$ cat config.mk
export PLATFORM = sky130hd
export DESIGN_NAME = gray_sync_decoder
export DESIGN_NICKNAME = d
export VERILOG_FILES = /design/src/rtl/gray_sync_decoder.sv
export SDC_FILE = /design/constraint.sdc
export NUM_CORES = 1
export LEC_CHECK = 0
export CAP_MARGIN = 20
export CORE_MARGIN = 10
export CORE_UTILIZATION = 25
export DETAILED_ROUTE_END_ITERATION = 10
export PLACE_DENSITY = 0.51
export SYNTH_ARGS = -nofsm -noshare
export SYNTH_HDL_FRONTEND = slang
export SYNTH_SLANG_ARGS = --single-unit
$ cat constraint.sdc
create_clock -name Clk -period 5.2 [get_ports Clk]
set_clock_uncertainty 0.1 [all_clocks]
set_input_delay 1.56 -clock Clk [delete_from_list [all_inputs] [get_ports Clk]]
set_output_delay 1.56 -clock Clk [all_outputs]
set_load 0.05 [all_outputs]
$ cat src/rtl/gray_sync_decoder.sv
// Receiver for a Gray-coded bus from a foreign clock domain: synchronizes it,
// decodes to binary, and classifies each change as a +1/-1 step or an illegal jump.
module gray_sync_decoder #(
  parameter int N           = 8,
  parameter int SYNC_STAGES = 2,
  parameter int ERR_CNT_W   = 8
) (
  input  logic                 Clk,
  input  logic                 Rst,
  input  logic [N-1:0]         GrayIn,
  input  logic                 ClearErr,
  output logic [N-1:0]         GrayOut,
  output logic [N-1:0]         BinOut,
  output logic                 Valid,
  output logic                 Changed,
  output logic                 Up,
  output logic                 ErrPulse,
  output logic                 Error,
  output logic [ERR_CNT_W-1:0] ErrorCnt
);

  logic [SYNC_STAGES-1:0][N-1:0] syncQ;
  logic [SYNC_STAGES-1:0]        vldPipe;
  logic [N-1:0]                  prevGray;
  logic [N-1:0]                  bNew;
  logic [N-1:0]                  delta;
  logic                          isChange;
  logic                          stepUp;
  logic                          stepDn;
  logic                          isJump;

  // Plain flop chain, no logic between stages; the valid pipe flushes in step with it.
  always_ff @(posedge Clk or posedge Rst) begin
    if (Rst) begin
      syncQ   <= '0;
      vldPipe <= '0;
    end else begin
      syncQ   <= {syncQ[SYNC_STAGES-2:0], GrayIn};
      vldPipe <= {vldPipe[SYNC_STAGES-2:0], 1'b1};
    end
  end

  assign GrayOut = syncQ[SYNC_STAGES-1];
  assign Valid   = vldPipe[SYNC_STAGES-1];

  for (genvar i = 0; i < N; i++) begin : g_dec
    assign bNew[i] = ^GrayOut[N-1:i];
  end

  assign delta    = bNew - BinOut;
  assign isChange = GrayOut != prevGray;
  assign stepUp   = delta == N'(1);
  assign stepDn   = delta == '1;
  assign isJump   = isChange && !stepUp && !stepDn;

  // The new value is always accepted so tracking recovers after a jump.
  always_ff @(posedge Clk or posedge Rst) begin
    if (Rst) begin
      prevGray <= '0;
      BinOut   <= '0;
      Changed  <= 1'b0;
      Up       <= 1'b0;
      ErrPulse <= 1'b0;
      Error    <= 1'b0;
      ErrorCnt <= '0;
    end else begin
      Changed  <= isChange;
      ErrPulse <= isJump;
      if (isChange) begin
        prevGray <= GrayOut;
        BinOut   <= bNew;
        if (stepUp)      Up <= 1'b1;
        else if (stepDn) Up <= 1'b0;
      end
      // A jump seen in the same cycle as a clear takes priority.
      if (isJump) begin
        Error <= 1'b1;
        if (ClearErr)             ErrorCnt <= ERR_CNT_W'(1);
        else if (ErrorCnt != '1)  ErrorCnt <= ErrorCnt + ERR_CNT_W'(1);
      end else if (ClearErr) begin
        Error    <= 1'b0;
        ErrorCnt <= '0;
      end
    end
  end

endmodule
==> results.toml, run 1 <==
[floorplanning]
die-area_sq_um = 13100
ios = 40
initial_core_util_pct = 25.6
die_h_um = 114
num_rows = 34
core_area_sq_um = 8680
die_width_um = 114

[route]
vias = 1458
drt-initial-drc-count = 44
wl_per_cell_um = 13.2
ant_nets = 0
firstDrtPassIters = 4
routed_via_density = 4.34
wl_mm = 4.44
drc = 0

[power_and_ir_drop]
power.density_nw_per_um2 = 424
netSwitchingFraction_pct = 38.8
peakVddDrop_mv = 0.133
combPwrFrac_pct = 40.8
p_sw_mw = 0.454
p_clk_share_pct = 23.8
p_leak_nw = 1.19
p_int_mw = 0.716
seqPwrFrac_pct = 35.5
total_power_mw = 1.17

[cells_and_area]
multiInputGateArea_sq_um = 906
mostFrequentLayoutCells = "45 x dfrtp_1, 39 x clkdlybuf4s50_1, 15 x inv_1, 12 x nor2_1"
antenna_cells = 0
final_nets = 248
fillCellCount = 909
synthToLayoutAreaGrowth_pct = 24.1
regArea_sq_um = 1130
final_common_cell = "dfrtp_1"
postLayoutCellArea_sq_um = 2760
instances_no_fill = 336
utilization_pct = 31.8
drive_above_1_share_pct = 12.3

[critical_path]
critPathLaunch = "GrayOut[6]$_DFF_PP0_"
setup.worst_path.end = "ErrorCnt[4]$_DFFE_PP0P_"
cp_common_cell = "xor2_2"
cpMaxStageDelayCell = "a31oi_1"
r2r-end = "ErrorCnt[4]$_DFFE_PP0P_"
cpPeakStageDelay_ns = 0.76
cp-start-kind = "flop"
crit_required_ns = 5.29
setup.worst_path.class = "reg -> reg"
rrSetupSlack_ns = 0.53
r2r-start = "GrayOut[6]$_DFF_PP0_"
cp_cell_sequence = "xor2_2 -> xor2_2 -> xnor2_2 -> xor2_2 -> xor2_2 -> xnor2_2 -> ha_1 -> inv_1 -> fa_1 -> a211oi_2 -> o21bai_1 -> a21o_1 -> nor4_1 -> a31oi_1 -> nand3_1 -> mux2_2"
reg2regPathDepth = 16
path_max_fanout = 12
end_kind = "flop"
worstPathArrival_ns = 4.76

[cts]
cts-root-buf = "clkbuf_8"
cts_tree = "yes"
numCtsBuffers = 5
clk_latency_ns = 0.30
cts_sinks = 45
cts_max_level = 2
clk_path_buf_depth = 2
clkSlewWorstSetupHoldPaths_ns = 0.09
cts-hold-fix-buffers = 0
cts_setup_buffers = 0
cts_resized = 0

[global_routing]
grt_pass1_vias = 1559
grt_use_total_pct = 7.31
grt_max_degree = 46
grt_pass1_wl_mm = 7.72
gr-total-overflow = 0
antenna_found_initial = 0

[worst_hold_path]
min_path_type = "reg -> reg"
min_path_cells = 0

[timing]
rsz0062_at_grt = "no"
worst_slack_ns = 0.535
layout_min_cycle_time_ns = 4.67
worstMarginPinSlew_ns = 0.918
fin_setup_tns_ns = 0
min_period_over_period_pct = 89.7
setup_viol = 0
fmax_mhz = 214
slew_headroom_pct = 38.5
hold_viol_final = 0
slew_viol_final = 0
fin_hold_ws_ns = 0.254

[place]
post_dp_cell_area_sq_um = 2620
globalplace.congestion = 0.776
place_ws_ns = 0.537
port_buffers = 39
dp_hpwl_mm = 3.37
dpl.cell_count = 327

[logic_synthesis]
synth_area_leaders = "dfrtp_1 51%, ha_1 5.1%, xor2_1 3.9%, buf_4 3.0%, xor2_2 2.9%"
synth_top_cell_by_area = "dfrtp_1"
yosysTopAreaCellShare_pct = 50.7
ys_warn_count = 0
synthDistinctLibCells = 43
avgSynthCellArea_sq_um = 11.0
synth_edf_count = 0
syn_nets = 222
yosys_register_bits = 45
syn_inst = 201
async_reset_ff_share_pct = 100
ys_seq_area_share_pct = 50.7
synthFlopType = "dfrtp_1"
netlist_area_sq_um = 2220

[flow_run]
maxCapViolCount = 0

[run_status]
status = "completed"
how the worst min path moves through the flow:
| stage | start | to | slack, ns |
|---|---|---|---|
| 2_1_floorplan | syncQ[0]$_DFF_PP0_ | GrayOut[0]$_DFF_PP0_ | 0.23 |
| 3_3_place_gp | syncQ[1]$_DFF_PP0_ | GrayOut[1]$_DFF_PP0_ | 0.23 |
| 3_5_place_dp | syncQ[2]$_DFF_PP0_ | GrayOut[2]$_DFF_PP0_ | 0.23 |
| 4_1_cts | syncQ[2]$_DFF_PP0_ | GrayOut[2]$_DFF_PP0_ | 0.26 |
| 5_1_grt | syncQ[2]$_DFF_PP0_ | GrayOut[2]$_DFF_PP0_ | 0.26 |
| 6_report | syncQ[1]$_DFF_PP0_ | GrayOut[1]$_DFF_PP0_ | 0.25 |
logic make-up after synthesis:
group,after synthesis,share of synthesized area (%)
and+or+nand+nor,44,9.58
muxes,3,1.52
adders and majority gates,10,5.97
other,1,0.169
DFF,45,50.7
buffers and inverters,37,8.51
xor gates and xnor gates,20,9.91
AOI/OAI and AO/OA,41,13.6
sequential cells by signal, indices dropped and copies added (netlist names):
name and flops:
ErrorCnt 8, vldPipe 2, prevGray 7, syncQ 8, BinOut 8, Changed 1
ErrPulse 1, Error 1, GrayOut 8, Up 1
Yosys cell counts (2+ instances only):
master,count
nor4_1,3
clkbuf_1,8
a211oi_2,2
a21oi_1,8
dfrtp_1,45
nand2_1,10
a21o_1,3
a311oi_1,4
xor2_2,4
ha_1,9
o211ai_1,2
xnor2_2,2
a21oi_2,2
xor2_1,10
and3_1,4
xnor2_1,4
o21bai_1,2
nand3_1,5
mux2_2,3
nor2_1,12
o2111ai_1,2
inv_1,16
a31o_2,4
o21ai_0,5
a31oi_1,3
buf_4,9
nor3_1,4
critical path: cells and delay by family (launching register included):
kind	cells	cell delay, ns
xor+xnor	6	1.48
compound gates	4	1.36
fa+ha+maj	2	0.58
flops	1	0.45
mux	1	0.31
simple gates	2	0.22
buf+inv	1	0.05
layer usage:
| layer | wire length, um | track usage [%] | vias to the layer above |
|---|---|---|---|
| met2 | 2170 | 11.9 | 30 |
| li1 | - | - | 723 |
| met5 | 0 | 0 | - |
| met1 | 1930 | 8.60 | 700 |
| met3 | 270 | 2.62 | 5 |
| met4 | 63 | 2.76 | 0 |
area by class of cell:
cell class | instances | share of cell area, %
well taps | 108 | 4.90
clock inverters | 3 | 1.82
inverters | 16 | 2.18
multi-input cells | 119 | 32.9
repair buffers | 40 | 14.9
flip-flops and latches | 45 | 40.9
clock buffers | 5 | 2.50
power by group through the flow:
stage / Clock [mW] / Sequential (mW) / Combinational (mW)
finish: 0.278 / 0.415 / 0.477
global route: 0.308 / 0.422 / 0.532
CTS: 0.292 / 0.416 / 0.484
detailed placement: 0 / 0.423 / 0.481
global placement: 0 / 0.422 / 0.480
floorplan: 0 / 0.506 / 0.278
No activity file was read; power rests on OpenSTA's default activity.
==> run 2: changes to the inputs <==
--- a/config.mk
+++ b/config.mk
@@ -6,7 +6,7 @@
 export NUM_CORES = 1
 export LEC_CHECK = 0
 export CAP_MARGIN = 20
-export CORE_MARGIN = 10
+export CORE_MARGIN = 1
 export CORE_UTILIZATION = 25
 export DETAILED_ROUTE_END_ITERATION = 10
 export PLACE_DENSITY = 0.51
==> run 2 against run 1 <==
Clock-buffer cell count unchanged. Critical path depth unchanged. Setup slack worse by 0.027 ns. Register-to-register slack worse by 0.03 ns. First-iteration DRC count up 59%. Global-route usage up 2.8 points. Clock power up 2%. Non-clock buffer count unchanged. Largest cell class unchanged.
==> results.toml, run 2 (synthesized netlist as in run 1, its figures left out) <==
[cts]
clkSlewWorstSetupHoldPaths_ns = 0.10
cts_max_level = 2
clk_latency_ns = 0.30
numCtsBuffers = 5
cts_sinks = 45
clk_path_buf_depth = 2
cts-hold-fix-buffers = 0
cts_resized = 0
cts_setup_buffers = 0
cts_tree = "yes"
cts-root-buf = "clkbuf_8"

[critical_path]
crit_required_ns = 5.30
cp-start-kind = "flop"
cpPeakStageDelay_ns = 0.75
rrSetupSlack_ns = 0.51
end_kind = "flop"
cpMaxStageDelayCell = "a31oi_1"
r2r-end = "ErrorCnt[4]$_DFFE_PP0P_"
cp_common_cell = "xor2_2"
reg2regPathDepth = 16
cp_cell_sequence = "xor2_2 -> xor2_2 -> xnor2_2 -> xor2_2 -> xor2_2 -> xnor2_2 -> ha_1 -> inv_1 -> fa_1 -> a211oi_2 -> o21bai_1 -> a21o_1 -> nor4_1 -> a31oi_1 -> nand3_1 -> mux2_2"
path_max_fanout = 12
setup.worst_path.class = "reg -> reg"
r2r-start = "GrayOut[6]$_DFF_PP0_"
worstPathArrival_ns = 4.79

[power_and_ir_drop]
peakVddDrop_mv = 0.125
power.density_nw_per_um2 = 426
p_leak_nw = 1.19

[timing]
rsz0062_at_grt = "no"
worst_slack_ns = 0.507
slew_headroom_pct = 39.5
min_period_over_period_pct = 90.2
fmax_mhz = 213
layout_min_cycle_time_ns = 4.69
hold_viol_final = 0
setup_viol = 0
slew_viol_final = 0
worstMarginPinSlew_ns = 0.903
fin_setup_tns_ns = 0

[floorplanning]
num_rows = 34
die-area_sq_um = 9260
die_h_um = 96.3
core_area_sq_um = 8680
initial_core_util_pct = 25.6
die_width_um = 96.3
ios = 40

[cells_and_area]
regArea_sq_um = 1130
drive_above_1_share_pct = 12.3
mostFrequentLayoutCells = "45 x dfrtp_1, 39 x clkdlybuf4s50_1, 15 x inv_1, 12 x nor2_1"
instances_no_fill = 336
final_common_cell = "dfrtp_1"
final_nets = 248
multiInputGateArea_sq_um = 906
antenna_cells = 0
postLayoutCellArea_sq_um = 2760
synthToLayoutAreaGrowth_pct = 24.1
fillCellCount = 912

[route]
wl_mm = 4.17
ant_nets = 0
firstDrtPassIters = 6
drc = 0
vias = 1480
drt-initial-drc-count = 70
wl_per_cell_um = 12.4
routed_via_density = 4.40

[global_routing]
grt_pass1_vias = 1491
grt_pass1_wl_mm = 7.16
antenna_found_initial = 0
grt_use_total_pct = 10.1
grt_max_degree = 46
gr-total-overflow = 0

[place]
dpl.cell_count = 327
port_buffers = 39
post_dp_cell_area_sq_um = 2620
dp_hpwl_mm = 3.04
globalplace.congestion = 0.772
place_ws_ns = 0.469

[worst_hold_path]
min_path_cells = 0
holdCritStartpoint = "syncQ[0]$_DFF_PP0_"
min_path_type = "reg -> reg"
min_to = "GrayOut[0]$_DFF_PP0_"

[run_status]
status = "completed"

[flow_run]
maxCapViolCount = 0
run 2: cell counts in the layout (fill, tap and decap cells not counted):
No cell type changed its count.
run 2: per-layer routing:
metal  GRT usage, %  up-vias  wire, um
met3           2.61        2       152
met5              0        -         0
met2           15.9       29      2070
li1               -      723         -
met4           3.61        0        29
met1           13.5      726      1920
run 2: critical path, delay by kind of cell (launching register included):
family | cells | cell delay [ns]
mux | 1 | 0.32
fa+ha+maj | 2 | 0.59
simple gates | 2 | 0.23
flops | 1 | 0.45
buf+inv | 1 | 0.05
xor+xnor | 6 | 1.50
compound gates | 4 | 1.36
run 2: through the flow:
| stage | power [mW] | utilization [%] | hold slack [ns] |
|---|---|---|---|
| floorplan | 0.784 | - | 0.231 |
| detailed placement | 0.902 | 30.2 | 0.235 |
| global route | 1.26 | 31.8 | 0.262 |
| finish | 1.18 | 31.8 | 0.255 |
| CTS | 1.19 | 31.5 | 0.258 |
| global placement | 0.899 | 30.2 | 0.231 |
run 2: layout make-up:
cell class	count	area share (%)
clock buffers	5	2.50
clock inverters	3	1.82
inverters	16	2.18
multi-input cells	119	32.9
flip-flops and latches	45	40.9
well taps	108	4.90
repair buffers	40	14.9
run 2: worst max-delay path by stage:
| stage | start | end | slack (ns) |
|---|---|---|---|
| final | GrayOut[6]$_DFF_PP0_ | ErrorCnt[4]$_DFFE_PP0P_ | 0.51 |
| after global routing | GrayOut[7]$_DFF_PP0_ | ErrorCnt[4]$_DFFE_PP0P_ | 0.13 |
| after CTS | GrayOut[7]$_DFF_PP0_ | ErrorCnt[4]$_DFFE_PP0P_ | 0.45 |
| after detailed placement | GrayOut[7]$_DFF_PP0_ | ErrorCnt[4]$_DFFE_PP0P_ | 0.47 |
| after global placement | GrayOut[7]$_DFF_PP0_ | ErrorCnt[4]$_DFFE_PP0P_ | 0.61 |
| after floorplan | GrayOut[6]$_DFF_PP0_ | ErrorCnt[4]$_DFFE_PP0P_ | 1.09 |
run 2: power by group:
part	total, mW	internal, mW	leakage [nW]	switching (mW)
Sequential	0.415	0.384	0.532	0.0308
Clock	0.283	0.148	0.0603	0.135
Combinational	0.477	0.184	0.598	0.293
Total	1.18	0.716	1.19	0.459
==> run 3: changes to the inputs <==
--- a/config.mk
+++ b/config.mk
@@ -8,8 +8,11 @@
 export CAP_MARGIN = 20
 export CORE_MARGIN = 1
 export CORE_UTILIZATION = 25
+export CTS_CLUSTER_DIAMETER = 100
 export DETAILED_ROUTE_END_ITERATION = 10
+export GPL_TIMING_DRIVEN = 0
 export PLACE_DENSITY = 0.51
 export SYNTH_ARGS = -nofsm -noshare
 export SYNTH_HDL_FRONTEND = slang
 export SYNTH_SLANG_ARGS = --single-unit
+export TNS_END_PERCENT = 30
==> run 3 against run 2 <==
Via count rose by 3.9%. Largest power group unchanged. Final area rose by 3.8%. First-iteration DRC count fell by 23%. Flip-flop and latch count did not move. Clock-buffer cell count did not move. Non-clock buffer count rose by 21. Hold slack got worse by 0.0029 ns. Wire length fell by 0.77%. Global-route usage fell by 0.19 points.
==> results.toml, run 3 (synthesized netlist as in run 1, its figures left out) <==
[cells_and_area]
mostFrequentLayoutCells = "45 x dfrtp_1, 39 x clkdlybuf4s50_1, 15 x inv_1, 12 x nor2_1"
postLayoutCellArea_sq_um = 2860
synthToLayoutAreaGrowth_pct = 28.8
antenna_cells = 0
final_nets = 269
final_common_cell = "dfrtp_1"
drive_above_1_share_pct = 16.1

[timing]
slew_headroom_pct = 65.7
worstMarginPinSlew_ns = 0.514
setup_viol = 0
slew_viol_final = 0
rsz0062_at_grt = "no"
fin_hold_ws_ns = 0.252
hold_viol_final = 0
layout_min_cycle_time_ns = 4.63
fin_setup_tns_ns = 0
min_period_over_period_pct = 89.0
fmax_mhz = 216

[floorplanning]
ios = 40
core_area_sq_um = 8680
num_rows = 34
die_width_um = 96.3
die_h_um = 96.3
die-area_sq_um = 9260
initial_core_util_pct = 25.6

[cts]
clkSlewWorstSetupHoldPaths_ns = 0.09
cts_tree = "yes"
cts_max_level = 2
cts_setup_buffers = 0
clk_path_buf_depth = 2
cts_resized = 0
numCtsBuffers = 5
cts-hold-fix-buffers = 0
cts_sinks = 45
cts-root-buf = "clkbuf_8"
clk_latency_ns = 0.30

[critical_path]
setup.worst_path.class = "reg -> reg"
path_max_fanout = 10
worstPathArrival_ns = 4.72
rrSetupSlack_ns = 0.57
crit_required_ns = 5.30
r2r-end = "ErrorCnt[4]$_DFFE_PP0P_"
reg2regPathDepth = 17
r2r-start = "GrayOut[6]$_DFF_PP0_"
cp-start-kind = "flop"
end_kind = "flop"

[route]
wl_per_cell_um = 11.6
ant_nets = 0
routed_via_density = 4.31
vias = 1538
drc = 0
firstDrtPassIters = 4
wl_mm = 4.14
drt-initial-drc-count = 54

[power_and_ir_drop]
p_leak_nw = 1.25
peakVddDrop_mv = 0.121
power.density_nw_per_um2 = 393

[global_routing]
gr-total-overflow = 0
grt_max_degree = 32
grt_pass1_wl_mm = 6.96
grt_use_total_pct = 9.95
grt_pass1_vias = 1521
antenna_found_initial = 0

[place]
post_dp_cell_area_sq_um = 2770
globalplace.congestion = 0.780
port_buffers = 39
dp_hpwl_mm = 3.11

[worst_hold_path]
min_path_type = "reg -> reg"
min_path_cells = 0
holdCritStartpoint = "syncQ[6]$_DFF_PP0_"
min_to = "GrayOut[6]$_DFF_PP0_"

[run_status]
status = "completed"

[flow_run]
maxCapViolCount = 0
## run 3: layout make-up
cell class / count / area, sq um
fillers: 913 / 5820
flip-flops and latches: 45 / 1130
multi-input cells: 119 / 906
repair buffers: 40 / 410
well taps: 108 / 135
plain buffers: 21 / 129
clock buffers: 5 / 68.8
inverters: 16 / 60.1
clock inverters: 3 / 26.3
## run 3: critical path, stage by stage, from the launching register on
cell and delay (ns):
dfrtp_1 0.45, xor2_2 0.30, xor2_2 0.30, xnor2_2 0.21, xor2_2 0.25, xor2_2 0.33
xnor2_2 0.19, ha_1 0.19, inv_1 0.04, fa_1 0.40, a211oi_2 0.27, o2111ai_1 0.16
a21o_1 0.17, nor4_1 0.30, a31oi_1 0.20, buf_2 0.23, nand3_1 0.10, mux2_2 0.33
## run 3: worst max path at each step
stage          cells past startpoint                 endpoint            startpoint
2_1_floorplan                     17  ErrorCnt[4]$_DFFE_PP0P_  GrayOut[6]$_DFF_PP0_
3_3_place_gp                      17  ErrorCnt[4]$_DFFE_PP0P_  GrayOut[6]$_DFF_PP0_
3_5_place_dp                      17  ErrorCnt[4]$_DFFE_PP0P_  GrayOut[6]$_DFF_PP0_
4_1_cts                           17  ErrorCnt[4]$_DFFE_PP0P_  GrayOut[6]$_DFF_PP0_
5_1_grt                           17  ErrorCnt[2]$_DFFE_PP0P_  GrayOut[6]$_DFF_PP0_
6_report                          17  ErrorCnt[4]$_DFFE_PP0P_  GrayOut[6]$_DFF_PP0_
## run 3: per-layer routing
layer / vias up / wire length, um / global-route usage, %
li1: 760 / - / -
met1: 747 / 1900 / 12.0
met2: 29 / 2070 / 16.7
met3: 2 / 140 / 2.92
met4: 0 / 22 / 3.73
met5: - / 0 / 0
## run 3: report_power, final
part           leakage (nW)  switching (mW)  internal (mW)
clock                0.0487           0.130         0.0980
sequential            0.532          0.0299          0.384
combinational         0.667           0.292          0.190
total                  1.25           0.452          0.673
## run 3: metrics by stage
step / setup slack [ns] / util [%] / power, mW / instances
2_1_floorplan: 1.09 / - / 0.784 / 201
5_1_grt: 0.195 / 33.0 / 1.21 / 357
3_3_place_gp: 0.579 / 31.6 / 0.900 / 348
4_1_cts: 0.505 / 33.0 / 1.15 / 357
3_5_place_dp: 0.532 / 31.9 / 0.909 / 349
6_report: 0.573 / 33.0 / 1.12 / 357
